## src/rtl/poly_voice_engine.sv

```systemverilog
// Polyphonic voice engine: allocates note events onto shared voices and mixes
// one saturated, velocity-scaled audio sample per sample period.
module poly_voice_engine #(
  parameter int NUM_VOICES    = 16,
  parameter int AUDIO_WIDTH   = 24,
  parameter int PHASE_WIDTH   = 32,
  parameter int SAMPLE_PERIOD = 2268
) (
  input  logic                          clk,
  input  logic                          rst_n,
  input  logic                          note_valid,
  output logic                          note_ready,
  input  logic                          note_on,
  input  logic [6:0]                    note_num,
  input  logic [6:0]                    note_vel,
  input  logic [PHASE_WIDTH-1:0]        note_incr,
  input  logic [1:0]                    wave_type,
  output logic signed [AUDIO_WIDTH-1:0] audio_out,
  output logic                          audio_valid,
  output logic [NUM_VOICES-1:0]         voice_active
);

  localparam int IDX_W = $clog2(NUM_VOICES);
  localparam int ACC_W = AUDIO_WIDTH + IDX_W + 1;
  localparam int CNT_W = $clog2(SAMPLE_PERIOD);
  localparam logic signed [ACC_W-1:0] SAT_MAX =
    {{(ACC_W-AUDIO_WIDTH+1){1'b0}}, {(AUDIO_WIDTH-1){1'b1}}};
  localparam logic signed [ACC_W-1:0] SAT_MIN =
    {{(ACC_W-AUDIO_WIDTH+1){1'b1}}, {(AUDIO_WIDTH-1){1'b0}}};

  typedef enum logic [1:0] {IDLE, ALLOC, RENDER, OUTPUT} state_t;

  state_t                        r_state, w_nextState;
  logic [CNT_W-1:0]              r_sampleCnt;
  logic                          r_tickPending, r_noteReady;
  logic                          w_wrap, w_nextPending, w_accept;

  logic [NUM_VOICES-1:0]         r_active;
  logic [6:0]                    r_note  [NUM_VOICES];
  logic [6:0]                    r_vel   [NUM_VOICES];
  logic [PHASE_WIDTH-1:0]        r_incr  [NUM_VOICES];
  logic [PHASE_WIDTH-1:0]        r_phase [NUM_VOICES];
  logic [7:0]                    r_age   [NUM_VOICES];

  logic                          r_evOn;
  logic [6:0]                    r_evNum, r_evVel;
  logic [PHASE_WIDTH-1:0]        r_evIncr;
  logic [1:0]                    r_wave;
  logic [IDX_W-1:0]              r_voiceIdx;
  logic signed [ACC_W-1:0]       r_acc;
  logic signed [AUDIO_WIDTH-1:0] r_audioOut, w_satOut;
  logic                          r_audioValid;

  logic                          w_matchHit, w_freeHit;
  logic [IDX_W-1:0]              w_matchIdx, w_freeIdx, w_oldIdx, w_target;
  logic [7:0]                    w_oldAge;
  logic [15:0]                   w_phTop, w_sample;
  logic [14:0]                   w_tri;
  logic [7:0]                    w_scale;
  logic [23:0]                   w_prod, w_contrib;
  logic signed [ACC_W-1:0]       w_contribExt;

  assign note_ready   = r_noteReady;
  assign audio_out    = r_audioOut;
  assign audio_valid  = r_audioValid;
  assign voice_active = r_active;

  assign w_wrap        = (r_sampleCnt == CNT_W'(SAMPLE_PERIOD - 1));
  assign w_nextPending = w_wrap | (r_tickPending & (r_state != IDLE));
  assign w_accept      = note_valid & r_noteReady;

  always_comb begin
    w_nextState = r_state;
    case (r_state)
      IDLE:    if (r_tickPending) w_nextState = RENDER;
               else if (w_accept) w_nextState = ALLOC;
      ALLOC:   w_nextState = IDLE;
      RENDER:  if (r_voiceIdx == IDX_W'(NUM_VOICES - 1)) w_nextState = OUTPUT;
      OUTPUT:  w_nextState = IDLE;
      default: w_nextState = IDLE;
    endcase
  end

  // Ready is registered from next-cycle state so it stays low through reset.
  always_ff @(posedge clk or negedge rst_n) begin
    if (!rst_n) begin
      r_state       <= IDLE;
      r_sampleCnt   <= '0;
      r_tickPending <= 1'b0;
      r_noteReady   <= 1'b0;
    end else begin
      r_state       <= w_nextState;
      r_sampleCnt   <= w_wrap ? '0 : r_sampleCnt + CNT_W'(1);
      r_tickPending <= w_nextPending;
      r_noteReady   <= (w_nextState == IDLE) && !w_nextPending;
    end
  end

  always_comb begin
    w_matchHit = 1'b0;
    w_matchIdx = '0;
    w_freeHit  = 1'b0;
    w_freeIdx  = '0;
    w_oldIdx   = '0;
    w_oldAge   = r_age[0];
    for (int i = NUM_VOICES - 1; i >= 0; i--) begin
      if (r_active[i] && (r_note[i] == r_evNum)) begin
        w_matchHit = 1'b1;
        w_matchIdx = IDX_W'(i);
      end
      if (!r_active[i]) begin
        w_freeHit = 1'b1;
        w_freeIdx = IDX_W'(i);
      end
    end
    for (int i = 1; i < NUM_VOICES; i++) begin
      if (r_age[i] > w_oldAge) begin
        w_oldAge = r_age[i];
        w_oldIdx = IDX_W'(i);
      end
    end
    w_target = w_matchHit ? w_matchIdx : (w_freeHit ? w_freeIdx : w_oldIdx);
  end

  assign w_phTop = r_phase[r_voiceIdx][PHASE_WIDTH-1 -: 16];
  assign w_tri   = w_phTop[15] ? ~w_phTop[14:0] : w_phTop[14:0];

  always_comb begin
    case (r_wave)
      2'd0:    w_sample = {~w_phTop[15], w_phTop[14:0]};
      2'd1:    w_sample = w_phTop[15] ? 16'h8001 : 16'h7FFF;
      2'd2:    w_sample = {~w_tri[14], w_tri[13:0], 1'b0};
      default: w_sample = 16'h0000;
    endcase
  end

  // Low 24 bits of an unsigned product equal the two's-complement product.
  assign w_scale      = {1'b0, r_vel[r_voiceIdx]} + 8'd1;
  assign w_prod       = {{8{w_sample[15]}}, w_sample} * {16'd0, w_scale};
  assign w_contrib    = r_active[r_voiceIdx] ? w_prod : 24'd0;
  assign w_contribExt = {{(ACC_W-24){w_contrib[23]}}, w_contrib};

  assign w_satOut = (r_acc > SAT_MAX) ? SAT_MAX[AUDIO_WIDTH-1:0] :
                    (r_acc < SAT_MIN) ? SAT_MIN[AUDIO_WIDTH-1:0] :
                                        r_acc[AUDIO_WIDTH-1:0];

  always_ff @(posedge clk or negedge rst_n) begin
    if (!rst_n) begin
      r_active     <= '0;
      r_evOn       <= 1'b0;
      r_evNum      <= '0;
      r_evVel      <= '0;
      r_evIncr     <= '0;
      r_wave       <= '0;
      r_voiceIdx   <= '0;
      r_acc        <= '0;
      r_audioOut   <= '0;
      r_audioValid <= 1'b0;
      for (int i = 0; i < NUM_VOICES; i++) begin
        r_note[i]  <= '0;
        r_vel[i]   <= '0;
        r_incr[i]  <= '0;
        r_phase[i] <= '0;
        r_age[i]   <= '0;
      end
    end else begin
      r_audioValid <= 1'b0;
      case (r_state)
        IDLE: begin
          if (r_tickPending) begin
            r_wave     <= wave_type;
            r_voiceIdx <= '0;
            r_acc      <= '0;
          end else if (w_accept) begin
            r_evOn   <= note_on;
            r_evNum  <= note_num;
            r_evVel  <= note_vel;
            r_evIncr <= note_incr;
          end
        end
        ALLOC: begin
          for (int i = 0; i < NUM_VOICES; i++) begin
            if (r_evOn) begin
              if (IDX_W'(i) == w_target) begin
                r_active[i] <= 1'b1;
                r_note[i]   <= r_evNum;
                r_vel[i]    <= r_evVel;
                r_incr[i]   <= r_evIncr;
                r_phase[i]  <= '0;
                r_age[i]    <= '0;
              end else if (r_active[i] && (r_age[i] != 8'hFF)) begin
                r_age[i] <= r_age[i] + 8'd1;
              end
            end else if (r_active[i] && (r_note[i] == r_evNum)) begin
              r_active[i] <= 1'b0;
            end
          end
        end
        RENDER: begin
          if (r_active[r_voiceIdx])
            r_phase[r_voiceIdx] <= r_phase[r_voiceIdx] + r_incr[r_voiceIdx];
          r_acc      <= r_acc + w_contribExt;
          r_voiceIdx <= r_voiceIdx + IDX_W'(1);
        end
        OUTPUT: begin
          r_audioOut   <= w_satOut;
          r_audioValid <= 1'b1;
        end
        default: ;
      endcase
    end
  end

endmodule

```

## config.mk

```make
export PLATFORM = sky130hd
export DESIGN_NAME = poly_voice_engine
export DESIGN_NICKNAME = d
export VERILOG_FILES = /design/src/rtl/poly_voice_engine.sv
export SDC_FILE = /design/constraint.sdc
export NUM_CORES = 2
export LEC_CHECK = 0
export BUFFER_PORTS_ARGS = -buffer_cell sky130_fd_sc_hd__buf_2
export CORE_ASPECT_RATIO = 1.5
export CORE_MARGIN = 1
export CORE_UTILIZATION = 50
export DETAILED_ROUTE_END_ITERATION = 8
export PLACE_DENSITY = 0.72
export RECOVER_POWER = 25
export SLEW_MARGIN = 20
export SYNTH_ARGS = -nofsm -noshare
export SYNTH_HDL_FRONTEND = slang
export SYNTH_SLANG_ARGS = --single-unit
```

## constraint.sdc

```tcl
create_clock -name clk -period 77.8 [get_ports clk]
set_input_delay 3.89 -clock clk [delete_from_list [all_inputs] [get_ports clk]]
set_output_delay 3.89 -clock clk [all_outputs]
set_load 0.03 [all_outputs]
```

==> impl_summary.txt <==
----------------------------------------------------
[Outcome]
  Outcome ... complete, but fails checks
  Violations in the final reports ... DRC, capacitance limit, slew limit

[Timing]
  Final cycle utilization of the critical path ... 0.4750
  Final max-slew violation count ... 978
  Final Worst Setup Slack ... 40,840 ps
  Setup repair after global routing missed its margin ... false
  Accumulated negative setup slack ... 0 ps
  Tightest Pin Transition ... 7824 ps
  Max Fclk ... 0.02706 GHz
  Final setup skew ... 36.61 ps
  Final-report hold violation count ... 0
  Worst slew margin relative to its limit ... -4.216
  Minimum clock period ... 36,960 ps
  Final setup fails ... 0

[Setup path]
  CP Data Arrival Time ... 37,630 ps
  Reg2reg end ... r_incr[353]
  Crit path buffers/inverters ... 20
  Maximum fanout along the worst path ... 41
  Worst Setup Path Type ... reg -> reg
  Startpoint of the lowest-slack register-to-register path ... r_age[125]
  Worst path required time ... 78,470 ps
  Critical Path Source Type ... flop
  Logic depth of the worst register-to-register path ... 159
  Register-to-register path setup slack ... 40,840 ps
  Max stage delay on crit path ... 760 ps
  CP max stage cell ... o22ai_1
  Most common cell type on the critical path ... a21o_1
  Kind of end point of the critical path ... flop
  Top cell family by delay on the critical path ... compound AO/OA/AOI/OAI gates

[Global route]
  Maximum number of pins on one net before global-route repair ... 194
  First-pass GRT wire length ... 378,300 um
  Overflow after GRT ... 0
  Via count of the first global-routing pass ... 65.28k
  Gr usage total ... 0.2822
  Number of antenna violations at the first check in global routing ... 3

[Synth]
  Count of flip-flops with a built-in enable after synthesis ... 0
  XOR/XNOR Fraction of Synth Area ... 0.02406
  Number of library cell types mapped by synthesis ... 94
  Syn_area_per_cell ... 10.74 um^2
  Syn_nets ... 8,320
  Sequential cell area fraction in the yosys report ... 0.4450
  Warning count from the yosys run ... 0
  Fraction of registers with async set or reset after synthesis ... 1.000
  Share of synthesized cell area in and, or, nand and nor gates ... 0.1026
  Predominant post-synthesis flop cell ... dfrtp_1
  Synthesized-area fraction occupied by adder cells ... 0.05875
  Largest family of logic cells by synthesized area ... multiplexers
  Gate count of the mapped netlist ... 7,930
  Portion of netlist area occupied by mux cells ... 0.2073
  Summed instance area of the synthesized netlist ... 85,190 um^2
  Total of flip-flops plus latches after synthesis ... 1,515
  Synth Area in Compound Gates ... 0.1183

[Floorplan]
  Horiz. Die Dim ... 339.0 um
  Effective utilization at floorplan ... 0.5035
  Site Rows ... 185
  Core region area ... 169,200 um^2
  Area enclosed by the die boundary ... 172,100 um^2
  Die height ... 507.5 um
  I/O pin count ... 94

[Placed design]
  Detailed-placement wirelength estimate ... 151,100 um
  Placed instance count ... 9,831
  Post-placement setup slack ... 41,430 ps
  Routability-driven placement congestion ratio ... 0.9005
  Number of I/O port buffers ... 93

[Routing]
  Number of routed nets with antenna violations ... 0
  Detail-routed via count per cell ... 6.284
  DR DRC count ... 2
  Number of iterations in the first detailed-routing pass ... 9
  Number of DRC markers in iteration 0 ... 6,174
  Average wire per standard cell ... 24.06 um
  DR vias ... 63.48k
  Sum of routed wire length over all layers ... 243,100 um

[Clock tree]
  Resized cells post-CTS ... 0
  Clock buffer count from CTS ... 145
  Post-CTS setup buffer count ... 0
  Buffer levels on the longest clock path ... 3
  Number of sinks driven by the clock tree ... 1,515
  Clk Tree Root Cell ... clkbuf_16
  Clock H-tree levels ... 4
  Clock-pin transition on the worst setup and hold timing paths ... 60 ps
  Latest clock arrival within the worst-skew pair ... 810 ps
  TritonCTS clock tree ... built
  Hold-fix buffers at CTS ... 0

[Final layout]
  Share of post-route cells with drive strength above 1 ... 0.2066
  End-of-flow core utilization ... 0.5465
  Filler Cell Count ... 14.02k
  Post-route insts no fill ... 10.10k
  Fin nets ... 8,127
  Area added between synthesis and finish ... 8.542%

[Hold path]
  Classification of the worst-slack hold path ... reg -> reg
  Start point of the worst min-delay path ... r_incr[181]
  Min-Delay Path Depth ... 1
  WHS Endpoint ... r_incr[181]

[Flow run]
  # Max-Cap Violations ... 14

----------------------------------------------------
==> layer usage <==
layer  part of all wire  GRT usage
met1               0.37     0.3366
met2               0.49     0.4752
met4              0.071     0.1815
met3              0.068    0.04515
met5            0.00012          0
==> final cells by class <==
type	instances	area, um^2	area share
antenna	3	7.507	0.00008119
multi-input combinational	5473	43860	0.4743
clock inverter	63	832.0	0.008998
tap	2244	2808	0.03036
clock buffer	202	4195	0.04537
inverter	367	1378	0.01490
sequential	1515	37920	0.4101
timing repair buffer	235	1463	0.01582
==> synthesized netlist by cell type (104+ instances only) <==
master	count	area (um^2)
o21ai_0	625	3128
mux4_2	359	8085
a22oi_1	125	938.4
nor2_1	589	2211
ha_1	236	2953
inv_1	367	1378
a21oi_1	485	2427
clkbuf_1	377	1415
dfrtp_1	1515	37910
mux2_1	119	1340
nand3_1	113	565.5
xnor2_1	130	1139
mux2_2	709	7984
xor2_1	104	910.9
o22ai_1	121	757.0
nand2_1	895	3359
==> how the worst max path moves through the flow <==
stage	from	to	slack (ps)	cells after the start
2_1_floorplan	r_age[113]	r_incr[385]	47510	165
3_3_place_gp	r_age[125]	r_vel[81]	42280	158
3_5_place_dp	r_age[125]	r_vel[82]	41430	157
4_1_cts	r_age[125]	r_vel[82]	41370	156
5_1_grt	r_age[125]	r_incr[379]	38280	160
6_report	r_age[125]	r_incr[353]	40840	159
==> layout by cell type, fill, tap and decap left out, drive strengths merged, types with 27 or more instances in the layout <==
cell type  synthesis  final
nor3              72     72
and3              72     72
o211ai            28     28
a22oi            126    126
nand3            114    114
ha               236    236
o221ai            27     27
nand4             42     42
inv              367    380
mux2             828    828
xnor2            130    130
nor4              29     29
clkinv             0     31
fa               102    102
a21o              46     46
nand2            896    896
o22ai            122    122
a21oi            486    486
o21ai            633    633
dfrtp           1515   1515
xor2             104    104
clkbuf           377    242
and2              55     55
mux4             359    359
buf              198    195
nand2b            33     33
o21bai            65     65
nor2             589    589
==> kinds of logic after synthesis <==
| group | count (synthesis) |
|---|---|
| xor gates and xnor gates | 234 |
| adders and majority gates | 339 |
| muxes | 1212 |
| buffers and inverters | 942 |
| AOI/OAI and AO/OA | 1698 |
| DFF | 1515 |
| and+or+nand+nor | 1990 |
==> worst register-to-register path: cells and delay by family (launching register included) <==
family                   cells  cell delay [ps]
AO/OA/AOI/OAI               79            17010
adder cells (fa/ha/maj)     15             4280
buffers and inverters       20             3650
flip-flops                   1              460
multiplexers                10             3430
AND/OR/NAND/NOR             35             7980
==> stage by stage <==
stage / instance area, um^2 / hold slack [ps]
2_1_floorplan: 85190 / 452.4
3_3_place_gp: 87470 / 461.5
3_5_place_dp: 87500 / 470.7
4_1_cts: 92520 / 485.2
5_1_grt: 92460 / 496.6
6_report: 92470 / 482.7
==> state kept, by name (all words and copies together), names as in the netlist <==
name and flops:
r_vel 112, audio_out 24, voice_active 16, r_acc 29, audio_valid 1, r_age 128
r_evVel 7, r_evOn 1, r_wave 2, r_sampleCnt 12, r_evNum 7, note_ready 1
r_voiceIdx 4, r_note 112, r_phase 512, r_evIncr 32, r_incr 512, r_tickPending 1
r_state 2
Power is left out: the tool's default activity adds up to more than one toggle a clock period on the data nets, which glitch-free logic cannot reach.
